**src/rtl/x2050_rmv_seq.sv**
```systemverilog
// Right mover input-select sequencer: arbitrates mpx buffer-in, CPU microword and a
// byte-stream walker onto registered MV/IO-mode/MB/LB controls with a one-clock V strobe.
module x2050_rmv_seq #(
  parameter int MPX_BURST = 4
) (
  input  logic       i_clk,
  input  logic       i_reset,
  input  logic       i_cpu_req,
  input  logic [1:0] i_cpu_mv,
  input  logic [1:0] i_cpu_lb,
  input  logic [1:0] i_cpu_mb,
  output logic       o_cpu_stall,
  input  logic       i_str_start,
  input  logic [1:0] i_str_first,
  input  logic [1:0] i_str_last,
  output logic       o_str_busy,
  output logic       o_str_done,
  input  logic       i_mpx_valid,
  output logic       o_mpx_ready,
  output logic [1:0] o_mv,
  output logic       o_io_mode,
  output logic [1:0] o_mb,
  output logic [1:0] o_lb,
  output logic [1:0] o_grant,
  output logic       o_v_strobe
);

  localparam int CNT_W = $clog2(MPX_BURST + 1);
  localparam logic [CNT_W-1:0] BURST_MAX = CNT_W'(MPX_BURST);

  localparam logic [1:0] G_NONE = 2'd0;
  localparam logic [1:0] G_MPX  = 2'd1;
  localparam logic [1:0] G_CPU  = 2'd2;
  localparam logic [1:0] G_STR  = 2'd3;

  typedef enum logic [1:0] {S_IDLE, S_RUN, S_DONE} str_state_e;

  str_state_e       str_state_q;
  logic             str_busy_q, str_done_q;
  logic [1:0]       ptr_q, last_q;
  logic [CNT_W-1:0] burst_q, burst_d;
  logic [1:0]       mv_q, mv_d;
  logic             io_q, io_d;
  logic [1:0]       mb_q, mb_d;
  logic [1:0]       lb_q, lb_d;
  logic [1:0]       grant_q, grant_d;
  logic             vstb_q;
  logic             str_req, burst_lim, mpx_win, cpu_win, str_win;

  // The burst counter holds at its limit while mpx runs alone.
  function automatic logic [CNT_W-1:0] sat_inc(input logic [CNT_W-1:0] c);
    return (c == BURST_MAX) ? c : c + CNT_W'(1);
  endfunction

  always_comb begin
    str_req   = (str_state_q == S_RUN);
    burst_lim = (burst_q == BURST_MAX) && (i_cpu_req || str_req);
    mpx_win   = i_mpx_valid && !burst_lim;
    cpu_win   = i_cpu_req && !mpx_win;
    str_win   = str_req && !mpx_win && !i_cpu_req;
    burst_d   = mpx_win ? sat_inc(burst_q) : '0;
  end

  assign o_mpx_ready = mpx_win;
  assign o_cpu_stall = i_cpu_req && !cpu_win;

  always_comb begin
    mv_d    = 2'd0;
    io_d    = 1'b0;
    mb_d    = mb_q;
    lb_d    = lb_q;
    grant_d = G_NONE;
    if (mpx_win) begin
      mv_d    = 2'd2;
      io_d    = 1'b1;
      grant_d = G_MPX;
    end else if (cpu_win) begin
      mv_d    = i_cpu_mv;
      mb_d    = i_cpu_mb;
      lb_d    = i_cpu_lb;
      grant_d = G_CPU;
    end else if (str_win) begin
      mv_d    = 2'd2;
      mb_d    = ptr_q;
      grant_d = G_STR;
    end
  end

  always_ff @(posedge i_clk or negedge i_reset) begin
    if (!i_reset) begin
      mv_q    <= 2'd0;
      io_q    <= 1'b0;
      mb_q    <= 2'd0;
      lb_q    <= 2'd0;
      grant_q <= G_NONE;
      vstb_q  <= 1'b0;
      burst_q <= '0;
    end else begin
      mv_q    <= mv_d;
      io_q    <= io_d;
      mb_q    <= mb_d;
      lb_q    <= lb_d;
      grant_q <= grant_d;
      vstb_q  <= (grant_d != G_NONE);
      burst_q <= burst_d;
    end
  end

  // DONE lasts exactly the clock in which the last byte's V strobe is presented.
  always_ff @(posedge i_clk or negedge i_reset) begin
    if (!i_reset) begin
      str_state_q <= S_IDLE;
      str_busy_q  <= 1'b0;
      str_done_q  <= 1'b0;
    end else begin
      case (str_state_q)
        S_IDLE: begin
          str_done_q <= 1'b0;
          if (i_str_start) begin
            str_state_q <= S_RUN;
            str_busy_q  <= 1'b1;
          end
        end
        S_RUN: begin
          if (str_win && (ptr_q == last_q)) begin
            str_state_q <= S_DONE;
            str_busy_q  <= 1'b0;
            str_done_q  <= 1'b1;
          end
        end
        S_DONE: begin
          str_state_q <= S_IDLE;
          str_done_q  <= 1'b0;
        end
        default: begin
          str_state_q <= S_IDLE;
          str_busy_q  <= 1'b0;
          str_done_q  <= 1'b0;
        end
      endcase
    end
  end

  // Walker pointers are pure data; they are always reloaded on start.
  always_ff @(posedge i_clk) begin
    if ((str_state_q == S_IDLE) && i_str_start) begin
      ptr_q  <= i_str_first;
      last_q <= i_str_last;
    end else if (str_win) begin
      ptr_q  <= ptr_q + 2'd1;
    end
  end

  assign o_mv       = mv_q;
  assign o_io_mode  = io_q;
  assign o_mb       = mb_q;
  assign o_lb       = lb_q;
  assign o_grant    = grant_q;
  assign o_v_strobe = vstb_q;
  assign o_str_busy = str_busy_q;
  assign o_str_done = str_done_q;

endmodule

```
**config.mk**
```make
export PLATFORM = sky130hd
export DESIGN_NAME = x2050_rmv_seq
export DESIGN_NICKNAME = d
export VERILOG_FILES = /design/src/rtl/x2050_rmv_seq.sv
export SDC_FILE = /design/constraint.sdc
export NUM_CORES = 1
export LEC_CHECK = 0
export CAP_MARGIN = 25
export CORE_ASPECT_RATIO = 1.25
export CORE_MARGIN = 2
export CORE_UTILIZATION = 48
export DETAILED_ROUTE_END_ITERATION = 6
export PLACE_DENSITY = 0.82
export SETUP_SLACK_MARGIN = 0.2
export SYNTH_ARGS = -nofsm -noshare
export SYNTH_HDL_FRONTEND = slang
export SYNTH_SLANG_ARGS = --single-unit
```
**constraint.sdc**
```tcl
create_clock -name i_clk -period 5.3 [get_ports i_clk]
set_clock_uncertainty 0.2 [all_clocks]
set_input_delay 1.06 -clock i_clk [delete_from_list [all_inputs] [get_ports i_clk]]
set_output_delay 1.06 -clock i_clk [all_outputs]
set_load 0.1 [all_outputs]
```
; ---- Yosys cells after proc, flatten, opt, wreduce, memory -nomap -nowiden
; Cells that the tools add are included.
[totals]
inputBits = 15
register_bits = 21
wordCells = 65
out_inout_bits = 14
[classes]
n_mux = 21
n_bitwise = 2
addsub = 2
reduce_logical = 21
eq_ne = 7
[op_table]
columns = operator, count
row1 = 2-bit 2-to-1 mux, 12
row2 = 1-bit logical AND, 8
row3 = 3-bit 2-to-1 mux, 2
row4 = 2-bit AND reduction, 3
row5 = 2-bit nonzero test, 3
row6 = 1-bit 2-to-1 mux, 5
row7 = 1-bit zero test, 4
row8 = "2-bit != test, second input constant", 2
row9 = 2-bit one-hot mux with 2 select lines, 1
row10 = "3-bit by 1-bit adder with 3-bit output, second input constant", 1
row11 = "3-bit == test, second input constant", 1
row12 = 1-bit one-hot mux with 3 select lines, 1
row13 = 3-bit AND reduction, 1
row14 = "2-bit by 1-bit adder with 2-bit output, second input constant", 1
row15 = "2-bit by 1-bit == test with 1-bit output, second input constant", 1
row16 = 2-bit == test, 1
row17 = "2-bit == test, second input constant", 1
row18 = 2-bit zero test, 1
row19 = "2-bit by 1-bit != test with 1-bit output, second input constant", 1
row20 = 1-bit inverter, 2
row21 = 1-bit logical OR, 1

; ---- Depth between registers and ports, before layout
[logic_depth]
word_depth = 12
ltp_mapped = 5
depth_no_buf = 5

; ---- Least setup slack after synthesis
; OpenSTA, ideal clock, no wires.
[synth_timing]
path_type = input port to output port
start = input i_cpu_req
end = output o_cpu_stall
n_path_buf = 0
required_time_ns = 4.040
stages = 3
arrival_ns = 3.359
slack_ns = 0.681
cell_sequence = inv_1 > a21oi_4 > nor3_1
[synth_between]
elab_chain_len = 8
[synth_rtl]
columns = item, line_no
row1 = start: declaration, 8  ; input logic i_cpu_req,
row2 = 1-bit logical OR, 57  ; burst_lim = (burst_q == BURST_MAX) && (i_cpu_req || str_req);
row3 = 1-bit logical AND, 57
row4 = 1-bit zero test, 58  ; mpx_win = i_mpx_valid && !burst_lim;
row5 = 1-bit logical AND, 58
row6 = 1-bit zero test, 59  ; cpu_win = i_cpu_req && !mpx_win;
row7 = 1-bit logical AND, 59
row8 = 1-bit zero test, 65  ; assign o_cpu_stall = i_cpu_req && !cpu_win;
row9 = 1-bit logical AND (*), 65
row10 = end: declaration, 12  ; output logic o_cpu_stall,
; Mark *: on every way between the ends. The rest lies on a longest branch, timed or not.

; ---- Final worst setup path
; Same ends and word-level chain as after synthesis.

==> metrics.cfg <==
[cts]
htreeDepth = 1
clock_latency_ns = 0.30
cts_tree = built
clockRootBuffer = clkbuf_4
ctsResizeCount = 0
cts_hold_buf = 0
cts_setup_buffers = 0
cts_sinks = 21
ctsLongestPathBuffers = 2
cts_inserted_buffers = 3
clk_pin_slew_worst_paths_ns = 0.11

[power_and_ir_drop]
power.density_nw_per_um2 = 522.8
p_leak_nw = 0.5300
vdd_drop_max_v = 0.0003339

[critical_path]
critPathLaunchType = input pin
required_ns = 4.04
rr_worst_depth = 2
critPathMaxFanout = 7
arrival_ns = 2.44
regToRegSetupSlack_ns = 3.39
critPathKind = input pin to primary output
cp-end-kind = primary output

[status]
status = finished clean

[detailed_routing]
routedWlPerCell_um = 14.02
avgViaCountPerCell = 5.477
vias = 723
ant_nets = 0
drc = 0
drt_iter0_markers = 13
wl_um = 1851
first_pass_iters = 4

[final_layout]
stdcell_count = 132
drive_above_1_share_pct = 13.39
design_area_um2 = 1282
diodes = 0
synthToLayoutAreaGrowth_pct = 34.16
nets = 130

[run]
max-cap-violations = 0

[timing]
relSlewSlack_pct = 34.22
period_share_pct = 69.89
setup_viol_count_final = 0
finalHoldViolations = 0
fin_crit_ns = 3.704
setup_tns_ns = 0
maxSlewViolCount = 0
rsz0062_at_grt = false
max_freq_mhz = 269.9
worst_pin_slew_ns = 0.9836

[yosys]
synth_cell_types = 30
ys_warn_count = 0
synth_seq_cells = 21
synth_area_per_cell_um2 = 11.95
synthCells = 80
syn-num-nets = 97
synth_edf_count = 4
syn_area_um2 = 955.9
ys_async_sr_fraction_pct = 80.95
synth-seq-area-share_pct = 57.07
ys.flop_type = dfrtp_1

[die]
start_util_pct = 49.35
die-area_um2 = 2367
core_um2 = 1937
rows = 18
die_h_um = 53.90
ioPinCount = 29
die_w_um = 43.92

[global_routing]
grt_pass1_vias = 662
grt_antenna_before_repair = 0
grtUsageTotal_pct = 17.09
grt_max_degree = 18
grt_pass1_wl_um = 2891
overflow = 0

[placement]
hpwl_um = 1412
placed_area_um2 = 1256
gp_congestion = 0.7493
dp.cells = 128
placement.io_buffers = 28

[hold_path]
whs_path_depth = 1
hold_path.class = flip-flop to flip-flop

## cells in the final DEF (no fill, tap or decap), drive strengths merged, types with 4 or more instances in the layout
master / instances
nor3: 6
nand2: 7
inv: 6
dfrtp: 17
clkdlybuf4s50: 26
edfxtp: 4
nor2: 5
o21ai: 4
clkbuf: 4
## layout make-up
class                           instances  area, µm²
Sequential cell                        21      545.5
Fill cell                             167      654.4
Timing Repair Buffer                   28      275.3
Clock buffer                            4      26.28
Multi-Input combinational cell         53      387.9
Inverter                                6      22.52
Tap cell                               20      25.02
## path summary, 6_finish.rpt
path / from / end
worst max-delay path: i_cpu_req / o_cpu_stall
worst min-delay path: o_str_done / o_str_done
worst max register to register: str_state_q[1] / ptr_q[1]
worst min register to register: o_str_done / o_str_done
max in group asynchronous: i_reset / o_mb[1]
min in group asynchronous: i_reset / burst_q[2]
## kinds of logic (layout without fill, tap and decap cells)
group                    after synthesis  count (layout)  share of synthesized area, %
flip-flops                            21              21                         57.07
adder cells (fa/ha/maj)                2               2                         2.617
buffers and inverters                  6              38                         2.356
XOR/XNOR                               4               4                         3.666
AND/OR/NAND/NOR                       27              27                         16.63
AO/OA/AOI/OAI                         17              17                         14.27
multiplexers                           3               3                         3.403
## sequential cells by signal, summed over array words and instances, names as in the netlist, 2 cells and up
signal,flops
burst_q,3
last_q,2
o_grant,2
o_lb,2
o_mb,2
o_mv,2
ptr_q,2
str_state_q,2
## Yosys cell counts, types with 2 or more instances
library cell	n	share of area [%]
a211oi_1	2	1.6
dfrtp_1	17	45
edfxtp_1	4	13
ha_1	2	2.6
inv_1	6	2.4
mux2_2	2	2.4
nand2_1	7	2.7
nor2_1	5	2.0
nor3_1	6	3.1
o21ai_0	4	2.1
o21bai_1	2	1.6
o22ai_1	2	1.3
or3b_2	2	1.8
xnor2_1	2	1.8
xor2_1	2	1.8
## stage by stage
stage / hold slack [ns] / power, mW / utilization [%] / setup slack (ns)
final: 0.3087 / 0.6705 / 66.21 / 1.596
after global routing: 0.3313 / 0.7002 / 66.21 / 1.508
after CTS: 0.3146 / 0.6726 / 66.21 / 1.595
after detailed placement: 0.2884 / 0.5961 / 64.86 / 1.591
after global placement: 0.2731 / 0.5900 / 64.86 / 1.625
after floorplan: 0.2899 / 0.5096 / - / 0.6812
## critical path, stage by stage
cell and delay, ns:
clkdlybuf4s50_1 0.53, inv_1 0.27, a21oi_4 0.12, nor3_1 0.14
buf_4 0.31
## power by group
group / switching, mW / leakage [nW] / internal (mW) / total, mW
logic: 0.253 / 0.277 / 0.102 / 0.355
registers: 0.0298 / 0.238 / 0.208 / 0.238
clock network: 0.0479 / 0.0150 / 0.0293 / 0.0773
## layer usage
| metal | vias to the layer above | routed length [µm] | track usage [%] |
|---|---|---|---|
| met5 | - | 0 | 0 |
| met4 | 0 | 31 | 10.10 |
| met3 | 4 | 104 | 4.027 |
| met2 | 24 | 935 | 27.70 |
| met1 | 346 | 779 | 20.60 |
| li1 | 349 | - | - |
(Power assumes the default switching activity.)
